===== config.mk =====
export PLATFORM = sky130hd
export DESIGN_NAME = ex_stage
export DESIGN_NICKNAME = d
export VERILOG_FILES = /design/src/rtl/rv32_pkg.sv /design/src/rtl/ex_stage_alu.sv /design/src/rtl/ex_stage.sv
export SDC_FILE = /design/constraint.sdc
export NUM_CORES = 1
export LEC_CHECK = 0
export ABC_AREA = 1
export CAP_MARGIN = 20
export CORE_MARGIN = 2
export CORE_UTILIZATION = 50
export CTS_CLUSTER_DIAMETER = 60
export DETAILED_ROUTE_END_ITERATION = 6
export HOLD_SLACK_MARGIN = 0.05
export PLACE_DENSITY_LB_ADDON = 0.25
export SYNTH_ARGS = -nofsm -noshare
export SYNTH_HDL_FRONTEND = slang
export SYNTH_HIERARCHICAL = 1
export SYNTH_SLANG_ARGS = --single-unit

===== constraint.sdc =====
create_clock -name clk_I -period 9.2 [get_ports clk_I]
set_input_delay 1.84 -clock clk_I [delete_from_list [all_inputs] [get_ports clk_I]]
set_output_delay 1.84 -clock clk_I [all_outputs]
set_load 0.005 [all_outputs]

===== src/rtl/rv32_pkg.sv =====
// -----------------------------------------------------------------------------
// rv32_pkg
// Shared definitions for the RV32I execute stage:
//   - XLEN (datapath width, 32 only)
//   - ALU function codes produced by the ID-stage ALU-control decode
//   - operand-A source codes
//   - branch func3 condition codes
//   - the ID/EX pipeline register layout
//   - helpers for operand forwarding and branch evaluation
// -----------------------------------------------------------------------------
package rv32_pkg;

    localparam int XLEN = 32;

    // ALU function codes; 1010..1111 are undefined and produce zero
    localparam logic [3:0] ALU_ADD  = 4'b0000;
    localparam logic [3:0] ALU_SUB  = 4'b0001;
    localparam logic [3:0] ALU_SLL  = 4'b0010;
    localparam logic [3:0] ALU_SRA  = 4'b0011;
    localparam logic [3:0] ALU_SRL  = 4'b0100;
    localparam logic [3:0] ALU_AND  = 4'b0101;
    localparam logic [3:0] ALU_OR   = 4'b0110;
    localparam logic [3:0] ALU_XOR  = 4'b0111;
    localparam logic [3:0] ALU_SLT  = 4'b1000;
    localparam logic [3:0] ALU_SLTU = 4'b1001;

    // Operand-A source select
    typedef enum logic [1:0] {
        ASRC_RS1  = 2'b00,
        ASRC_PC   = 2'b01,
        ASRC_ZERO = 2'b10
    } a_src_e;

    // Branch condition codes (func3 of B-type instructions)
    localparam logic [2:0] BR_EQ  = 3'b000;
    localparam logic [2:0] BR_NE  = 3'b001;
    localparam logic [2:0] BR_LT  = 3'b100;
    localparam logic [2:0] BR_GE  = 3'b101;
    localparam logic [2:0] BR_LTU = 3'b110;
    localparam logic [2:0] BR_GEU = 3'b111;

    // ID/EX pipeline register contents
    typedef struct packed {
        logic            valid;
        logic [XLEN-1:0] pc;
        logic [XLEN-1:0] rs1_data;
        logic [XLEN-1:0] rs2_data;
        logic [XLEN-1:0] imm;
        logic [4:0]      rs1;
        logic [4:0]      rs2;
        logic [4:0]      rd;
        logic [3:0]      alu_func;
        logic [1:0]      a_src;
        logic            b_src_imm;
        logic [2:0]      func3;
        logic            branch;
        logic            jal;
        logic            jalr;
        logic            reg_write;
        logic            mem_read;
        logic            mem_write;
    } idex_t;

    // Branch condition evaluation; unused func3 encodings are never taken
    function automatic logic branch_taken(
        input logic [2:0]      f3,
        input logic [XLEN-1:0] a,
        input logic [XLEN-1:0] b
    );
        logic taken;
        taken = 1'b0;
        case (f3)
            BR_EQ:   taken = (a == b);
            BR_NE:   taken = (a != b);
            BR_LT:   taken = ($signed(a) <  $signed(b));
            BR_GE:   taken = ($signed(a) >= $signed(b));
            BR_LTU:  taken = (a <  b);
            BR_GEU:  taken = (a >= b);
            default: taken = 1'b0;
        endcase
        return taken;
    endfunction

    // Operand forwarding: the younger MEM result beats WB, and x0 is
    // never forwarded because it is hard-wired to zero.
    function automatic logic [XLEN-1:0] fwd_select(
        input logic [4:0]      src,
        input logic [XLEN-1:0] rf_data,
        input logic [4:0]      mem_rd,
        input logic            mem_we,
        input logic [XLEN-1:0] mem_data,
        input logic [4:0]      wb_rd,
        input logic            wb_we,
        input logic [XLEN-1:0] wb_data
    );
        logic [XLEN-1:0] sel;
        if (mem_we && (mem_rd != 5'd0) && (mem_rd == src)) begin
            sel = mem_data;
        end else if (wb_we && (wb_rd != 5'd0) && (wb_rd == src)) begin
            sel = wb_data;
        end else begin
            sel = rf_data;
        end
        return sel;
    endfunction

endpackage


===== src/rtl/ex_stage_alu.sv =====
// -----------------------------------------------------------------------------
// alu
// Purely combinational RV32I integer ALU.
// Ports:
//   a_i      [XLEN] operand A
//   b_i      [XLEN] operand B (shift amount taken from b_i[4:0])
//   func_i   [4]    ALU function code (see rv32_pkg ALU_*)
//   result_o [XLEN] result; undefined codes give zero
// -----------------------------------------------------------------------------
import rv32_pkg::*;

module alu #(
    parameter int XLEN = 32
) (
    input  logic [XLEN-1:0] a_i,
    input  logic [XLEN-1:0] b_i,
    input  logic [3:0]      func_i,
    output logic [XLEN-1:0] result_o
);

    logic [4:0] shamt_s;

    assign shamt_s = b_i[4:0];

    // Select the operation for the current function code
    always_comb begin
        result_o = {XLEN{1'b0}};
        case (func_i)
            ALU_ADD:  result_o = a_i + b_i;
            ALU_SUB:  result_o = a_i - b_i;
            ALU_SLL:  result_o = a_i << shamt_s;
            ALU_SRA:  result_o = $unsigned($signed(a_i) >>> shamt_s);
            ALU_SRL:  result_o = a_i >> shamt_s;
            ALU_AND:  result_o = a_i & b_i;
            ALU_OR:   result_o = a_i | b_i;
            ALU_XOR:  result_o = a_i ^ b_i;
            ALU_SLT:  result_o = {{(XLEN-1){1'b0}}, ($signed(a_i) < $signed(b_i))};
            ALU_SLTU: result_o = {{(XLEN-1){1'b0}}, (a_i < b_i)};
            default:  result_o = {XLEN{1'b0}};
        endcase
    end

endmodule


===== src/rtl/ex_stage.sv =====
// -----------------------------------------------------------------------------
// ex_stage
// Execute stage of the RV32I pipeline. Holds the ID/EX register, forwards
// operands from MEM and WB, evaluates ALU / branch / jump, drives the
// front-end redirect and registers the outcome into EX/MEM.
// Ports:
//   clk_I, rst_I                 clock, asynchronous active-high reset
//   stall_I                      hold both pipeline registers
//   flush_I                      load a bubble into ID/EX
//   id*_I                        decoded instruction from ID
//   memRd_I/memRegWrite_I/memFwdData_I   EX/MEM forwarding source
//   wbRd_I/wbRegWrite_I/wbFwdData_I      MEM/WB forwarding source
//   redirect_O, redirectPc_O     taken branch / jump and its target
//   exm*_O                       EX/MEM register outputs
// -----------------------------------------------------------------------------
import rv32_pkg::*;

module ex_stage #(
    parameter int XLEN = 32
) (
    input  logic            clk_I,
    input  logic            rst_I,
    input  logic            stall_I,
    input  logic            flush_I,
    input  logic            idValid_I,
    input  logic [XLEN-1:0] idPc_I,
    input  logic [XLEN-1:0] idRs1Data_I,
    input  logic [XLEN-1:0] idRs2Data_I,
    input  logic [XLEN-1:0] idImm_I,
    input  logic [4:0]      idRs1_I,
    input  logic [4:0]      idRs2_I,
    input  logic [4:0]      idRd_I,
    input  logic [3:0]      idAluFunc_I,
    input  logic [1:0]      idASrc_I,
    input  logic            idBSrcImm_I,
    input  logic [2:0]      idFunc3_I,
    input  logic            idBranch_I,
    input  logic            idJal_I,
    input  logic            idJalr_I,
    input  logic            idRegWrite_I,
    input  logic            idMemRead_I,
    input  logic            idMemWrite_I,
    input  logic [4:0]      memRd_I,
    input  logic            memRegWrite_I,
    input  logic [XLEN-1:0] memFwdData_I,
    input  logic [4:0]      wbRd_I,
    input  logic            wbRegWrite_I,
    input  logic [XLEN-1:0] wbFwdData_I,
    output logic            redirect_O,
    output logic [XLEN-1:0] redirectPc_O,
    output logic            exmValid_O,
    output logic            exmRegWrite_O,
    output logic            exmMemRead_O,
    output logic            exmMemWrite_O,
    output logic [XLEN-1:0] exmResult_O,
    output logic [XLEN-1:0] exmStoreData_O,
    output logic [4:0]      exmRd_O,
    output logic [2:0]      exmFunc3_O
);

    // ---------------------------------------------------------------------
    // ID/EX register
    // ---------------------------------------------------------------------
    idex_t idex_q;
    idex_t idex_d;

    // ---------------------------------------------------------------------
    // EX/MEM register
    // ---------------------------------------------------------------------
    logic            exm_valid_q,      exm_valid_d;
    logic            exm_reg_write_q,  exm_reg_write_d;
    logic            exm_mem_read_q,   exm_mem_read_d;
    logic            exm_mem_write_q,  exm_mem_write_d;
    logic [XLEN-1:0] exm_result_q,     exm_result_d;
    logic [XLEN-1:0] exm_store_data_q, exm_store_data_d;
    logic [4:0]      exm_rd_q,         exm_rd_d;
    logic [2:0]      exm_func3_q,      exm_func3_d;

    // ---------------------------------------------------------------------
    // Execute datapath
    // ---------------------------------------------------------------------
    logic            ctl_branch_s;
    logic            ctl_jal_s;
    logic            ctl_jalr_s;
    logic            ctl_reg_write_s;
    logic            ctl_mem_read_s;
    logic            ctl_mem_write_s;
    logic [XLEN-1:0] fwd_rs1_s;
    logic [XLEN-1:0] fwd_rs2_s;
    logic [XLEN-1:0] op_a_s;
    logic [XLEN-1:0] op_b_s;
    logic [XLEN-1:0] alu_result_s;
    logic            cond_s;
    logic            redirect_s;
    logic [XLEN-1:0] jalr_sum_s;
    logic [XLEN-1:0] redirect_pc_s;

    // Bubble gating: an invalid ID/EX entry must have no side effects
    always_comb begin
        ctl_branch_s    = idex_q.valid & idex_q.branch;
        ctl_jal_s       = idex_q.valid & idex_q.jal;
        ctl_jalr_s      = idex_q.valid & idex_q.jalr;
        ctl_reg_write_s = idex_q.valid & idex_q.reg_write;
        ctl_mem_read_s  = idex_q.valid & idex_q.mem_read;
        ctl_mem_write_s = idex_q.valid & idex_q.mem_write;
    end

    // Forwarding is evaluated every cycle, stalled or not, so a held
    // instruction always sees the freshest producer values.
    always_comb begin
        fwd_rs1_s = fwd_select(idex_q.rs1, idex_q.rs1_data,
                               memRd_I, memRegWrite_I, memFwdData_I,
                               wbRd_I, wbRegWrite_I, wbFwdData_I);
        fwd_rs2_s = fwd_select(idex_q.rs2, idex_q.rs2_data,
                               memRd_I, memRegWrite_I, memFwdData_I,
                               wbRd_I, wbRegWrite_I, wbFwdData_I);
    end

    // Operand selection for the ALU
    always_comb begin
        op_a_s = {XLEN{1'b0}};
        case (idex_q.a_src)
            ASRC_RS1:  op_a_s = fwd_rs1_s;
            ASRC_PC:   op_a_s = idex_q.pc;
            ASRC_ZERO: op_a_s = {XLEN{1'b0}};
            default:   op_a_s = {XLEN{1'b0}};
        endcase
        if (idex_q.b_src_imm) begin
            op_b_s = idex_q.imm;
        end else begin
            op_b_s = fwd_rs2_s;
        end
    end

    alu #(
        .XLEN     (XLEN)
    ) u_alu (
        .a_i      (op_a_s),
        .b_i      (op_b_s),
        .func_i   (idex_q.alu_func),
        .result_o (alu_result_s)
    );

    // Branch compare always uses the two forwarded registers, never operand B,
    // so an immediate-B encoding cannot corrupt the condition.
    always_comb begin
        cond_s     = branch_taken(idex_q.func3, fwd_rs1_s, fwd_rs2_s);
        redirect_s = ctl_jal_s | ctl_jalr_s | (ctl_branch_s & cond_s);
    end

    // Redirect target; forced to zero when no redirect is requested
    always_comb begin
        jalr_sum_s = fwd_rs1_s + idex_q.imm;
        if (!redirect_s) begin
            redirect_pc_s = {XLEN{1'b0}};
        end else if (ctl_jalr_s) begin
            redirect_pc_s = {jalr_sum_s[XLEN-1:1], 1'b0};
        end else begin
            redirect_pc_s = idex_q.pc + idex_q.imm;
        end
    end

    assign redirect_O   = redirect_s;
    assign redirectPc_O = redirect_pc_s;

    // ID/EX next state; a redirect from EX squashes the wrong-path ID
    // instruction, and flush with redirect still yields a single bubble.
    always_comb begin
        idex_d           = '0;
        idex_d.valid     = idValid_I & ~flush_I & ~redirect_s;
        idex_d.pc        = idPc_I;
        idex_d.rs1_data  = idRs1Data_I;
        idex_d.rs2_data  = idRs2Data_I;
        idex_d.imm       = idImm_I;
        idex_d.rs1       = idRs1_I;
        idex_d.rs2       = idRs2_I;
        idex_d.rd        = idRd_I;
        idex_d.alu_func  = idAluFunc_I;
        idex_d.a_src     = idASrc_I;
        idex_d.b_src_imm = idBSrcImm_I;
        idex_d.func3     = idFunc3_I;
        idex_d.branch    = idBranch_I;
        idex_d.jal       = idJal_I;
        idex_d.jalr      = idJalr_I;
        idex_d.reg_write = idRegWrite_I;
        idex_d.mem_read  = idMemRead_I;
        idex_d.mem_write = idMemWrite_I;
    end

    // EX/MEM next state; jumps write the link address pc+4
    always_comb begin
        exm_valid_d      = idex_q.valid;
        exm_reg_write_d  = ctl_reg_write_s;
        exm_mem_read_d   = ctl_mem_read_s;
        exm_mem_write_d  = ctl_mem_write_s;
        if (ctl_jal_s || ctl_jalr_s) begin
            exm_result_d = idex_q.pc + 32'd4;
        end else begin
            exm_result_d = alu_result_s;
        end
        exm_store_data_d = fwd_rs2_s;
        exm_rd_d         = idex_q.rd;
        exm_func3_d      = idex_q.func3;
    end

    // ID/EX register; stall holds it and overrides flush and self-bubble
    always_ff @(posedge clk_I or posedge rst_I) begin
        if (rst_I) begin
            idex_q <= '0;
        end else if (!stall_I) begin
            idex_q <= idex_d;
        end else begin
            idex_q <= idex_q;
        end
    end

    // EX/MEM register; stall holds it as well
    always_ff @(posedge clk_I or posedge rst_I) begin
        if (rst_I) begin
            exm_valid_q      <= 1'b0;
            exm_reg_write_q  <= 1'b0;
            exm_mem_read_q   <= 1'b0;
            exm_mem_write_q  <= 1'b0;
            exm_result_q     <= {XLEN{1'b0}};
            exm_store_data_q <= {XLEN{1'b0}};
            exm_rd_q         <= 5'd0;
            exm_func3_q      <= 3'd0;
        end else if (!stall_I) begin
            exm_valid_q      <= exm_valid_d;
            exm_reg_write_q  <= exm_reg_write_d;
            exm_mem_read_q   <= exm_mem_read_d;
            exm_mem_write_q  <= exm_mem_write_d;
            exm_result_q     <= exm_result_d;
            exm_store_data_q <= exm_store_data_d;
            exm_rd_q         <= exm_rd_d;
            exm_func3_q      <= exm_func3_d;
        end else begin
            exm_valid_q      <= exm_valid_q;
            exm_reg_write_q  <= exm_reg_write_q;
            exm_mem_read_q   <= exm_mem_read_q;
            exm_mem_write_q  <= exm_mem_write_q;
            exm_result_q     <= exm_result_q;
            exm_store_data_q <= exm_store_data_q;
            exm_rd_q         <= exm_rd_q;
            exm_func3_q      <= exm_func3_q;
        end
    end

    assign exmValid_O     = exm_valid_q;
    assign exmRegWrite_O  = exm_reg_write_q;
    assign exmMemRead_O   = exm_mem_read_q;
    assign exmMemWrite_O  = exm_mem_write_q;
    assign exmResult_O    = exm_result_q;
    assign exmStoreData_O = exm_store_data_q;
    assign exmRd_O        = exm_rd_q;
    assign exmFunc3_O     = exm_func3_q;

endmodule


==> metrics.txt <==
share of the synthesized area in the top cell type roughly 23%; final routed wire length divided by cell count roughly 24 µm; Cells after DPL roughly 5500; final hold violation count 0; antenna violations before repair 4; count of instances resized after the clock tree is built 0; routability congestion estimate from global placement about 1.1; worst-case clock skew 0.0188 ns; count of distinct cell types in the synthesized netlist just under 60; reg-to-reg slack, setup approximately 2.5 ns; number of flops mapped to enable cells by yosys 0; result of the run complete, but fails checks; sum of internal, switching and leakage power about 0.0055 W; grt ovf 0; Post-Synth Simple-Gate Area about two fifths; Final Setup Violations 0; Num CTS Buffers 30; setup repair after global routing missed its margin false; Critical Path AT 6.94 ns; post-synthesis average cell area about 5.9 µm²; post-synthesis compound-gate area fraction approximately 16%; met3 usage between 10% and 20%; Tmin final roughly 8.8 ns; fill count 5467; total setup buffers inserted after CTS 0; remaining max-slew budget at the tightest pin between 10% and 20%; input/output buffers 348; post-synthesis sequential area ratio ~22%; final-layout setup total negative slack 0 ns; end-of-flow core utilization 59.8%; area growth from synthesis to layout 19.0%; adder and majority gate portion of the synthesized area between 9 and 10%; CTS Buffer Depth 3; static leakage between 15 and 20 nW; most instantiated flip-flop cell in the synthesis netlist dfrtp_1; Post-synth ARST share between 90% and 100%; antenna viol nets, final 0; DR iter-0 viols around 4300; xor and xnor fraction of the mapped netlist area 1.37%; non-filler instance count after layout ~5500; Via Count around 33000; clock tree from TritonCTS done; worst min-delay path category reg -> reg; most common library cell in the layout ignoring fill and taps nand2_1; number of top-level pins 349; die width around 240 µm; measured slew at the worst slew-check pin around 1.3 ns; met2 capacity usage during global routing a little over 70%; flip-flop and latch count after synthesis between 200 and 250; DIE AREA about 56000 µm²; failing checks DRC; biggest area consumer among synthesized cells nand2_1; standard cell core area about 54000 µm²; path depth of the worst reg2reg path 17; number of max-cap violations 0; main combinational cell family by area after synthesis simple AND/OR/NAND/NOR gates; DRT Wirelength around 130000 µm; die height 236 µm; Critical Path Sink Type primary output; number of rows created at floorplan 85; pin count of the biggest net entering global routing around 190; startpoint class of the critical path input port; worst setup path category in -> out; combined global-route utilization of all metal layers between 40% and 50%; Cells on Worst Hold Path 2; clock root buffer clkbuf_16; CTS clock-pin slew for the worst setup and hold paths approximately 0.060 ns; commonest non-fill, non-tap cells in the layout 1623 x nand2_1, 462 x nand3_1, 461 x inv_1, 347 x clkdlybuf4s50_1, 327 x nor2_1; clock sink count between 200 and 250; effective utilization at floorplan around 50%; Via density ~6.0; cell area after synthesis approximately 27000 µm²; Nets 5244; Final Slew Violations 0; fraction of layout cells with a size suffix above 1 5.07%; layer with the highest usage met2; first-pass GRT wire length 193000 µm; cell area power density 170 nW/µm²; quantity of hold-fixing buffers added after cts 0; clock latency reported for the late side of the worst-skew pair 0.62 ns; number of warnings printed during yosys synthesis 6; maximum vdd ir drop between 0.15 and 0.2 mV; post-detailed-route DRC marker count 3; number of nets in the synthesized netlist about 5000; critical-path maximum fanout 21; share of cell area taken by muxes after synthesis 0%; part of the cycle the worst path needs 95.4%; total half-perimeter wirelength after legalization and detailed placement between 100000 and 150000 µm; Mapped Cells about 4500; GRT met1 Usage roughly 55%; timing-limited maximum frequency approximately 110 MHz; Synth area leaders nand2_1 23%, dfrtp_1 22%, ha_1 8.9%, nand3_1 8.6%, inv_1 6.4%; CTS H-Tree Depth 1; number of global-route vias before repair 31200; required time of the critical path ~7.4 ns; drt first pass iters 7
[through the flow]
stage / hold WS, ns / cell area, µm² / worst slack (ns)
finish: 0.468 / 32100 / 0.424
global route: 0.501 / 32100 / 0.203
CTS: 0.467 / 32100 / 0.587
detailed placement: 0.454 / 31000 / 0.613
global placement: 0.447 / 31000 / 0.650
floorplan: 0.442 / 26900 / 0.885
[registers in the layout, summed over array words and instances (netlist names)]
name / count
exm_func3_d: 3
exmRegWrite_O: 1
exmResult_O: 32
exm_rd_d: 5
exmFunc3_O: 3
exmMemRead_O: 1
idex_q: 151
exmMemWrite_O: 1
exmStoreData_O: 32
exmRd_O: 5
exm_valid_d: 1
exmValid_O: 1
[final cells by class]
class | instances | area (µm²) | area share, %
timing repair buffer | 423 | 4090 | 12.7
antenna | 3 | 7.51 | 0.0234
tap | 696 | 871 | 2.72
inverter | 476 | 1800 | 5.63
multi-input combinational | 3641 | 18300 | 57.1
clock buffer | 39 | 845 | 2.63
clock inverter | 15 | 228 | 0.710
sequential | 236 | 5910 | 18.4
[critical path, cell delays in order]
cell and delay, ns:
clkdlybuf4s50_1 0.50, xor2_1 0.18, nor4_1 0.38, nand3_2 0.44, o21ai_0 0.83, ha_1 0.25
nand2_1 0.05, nor2_1 0.15, nand4_1 0.20, nor4_1 0.41, nand2_2 0.13, nand4_1 0.10
o21ai_0 0.08, nor2_1 0.14, nand3_2 0.16, a21oi_4 0.48, a21oi_1 0.11, clkdlybuf4s50_1 0.49
[final timing paths]
kind,startpoint,to
min,exm_rd_d[3],exmRd_O[3]
max in group asynchronous,rst_I,idex_q[9]
min reg2reg,exm_rd_d[3],exmRd_O[3]
max reg2reg,idex_q[22],exmResult_O[25]
max,memRd_I[1],redirectPc_O[14]
min in group asynchronous,rst_I,exm_rd_d[1]
[routing by layer]
layer	vias to the layer above	wire length (µm)
met4	2	12800
met3	562	13800
met5	-	16
met2	2068	56000
li1	15400	-
met1	15100	47600
[synth_stat cells, types with 5 or more instances]
master	count
inv_2	12
nor2_4	11
o221ai_1	8
dfrtp_1	236
o21ai_2	5
o211ai_1	10
ha_1	192
clkbuf_1	108
inv_1	462
xnor2_1	13
nand3_2	9
nand2_2	27
nor2_2	12
a31oi_1	57
nand4_1	53
o21bai_1	14
o2111ai_1	5
xor2_1	29
buf_4	11
nor4_1	18
and2_1	12
nand2_1	1623
buf_2	50
or2_2	9
o21ai_0	325
buf_1	9
o21ai_1	43
nand3b_1	8
nand2_4	5
nand3_1	463
nor3_1	30
nor2_1	329
o21a_1	8
buf_6	15
a221oi_1	8
a211oi_1	6
o31ai_1	7
o22ai_1	19
a21o_1	9
a21oi_1	245
[report_power, final]
part	switching (W)	internal, W
sequential	0.000152	0.00116
clock	0.000523	0.000764
combinational	0.00193	0.000919
[logic make-up (layout without fill, tap and decap cells)]
family	Yosys count	count (layout)
other cells	0	3
simple gates	2621	2621
flops	236	236
fa+ha+maj	196	196
buf+inv	672	953
xor+xnor	42	42
compound gates	782	782
No activity file was read; power rests on OpenSTA's default activity.
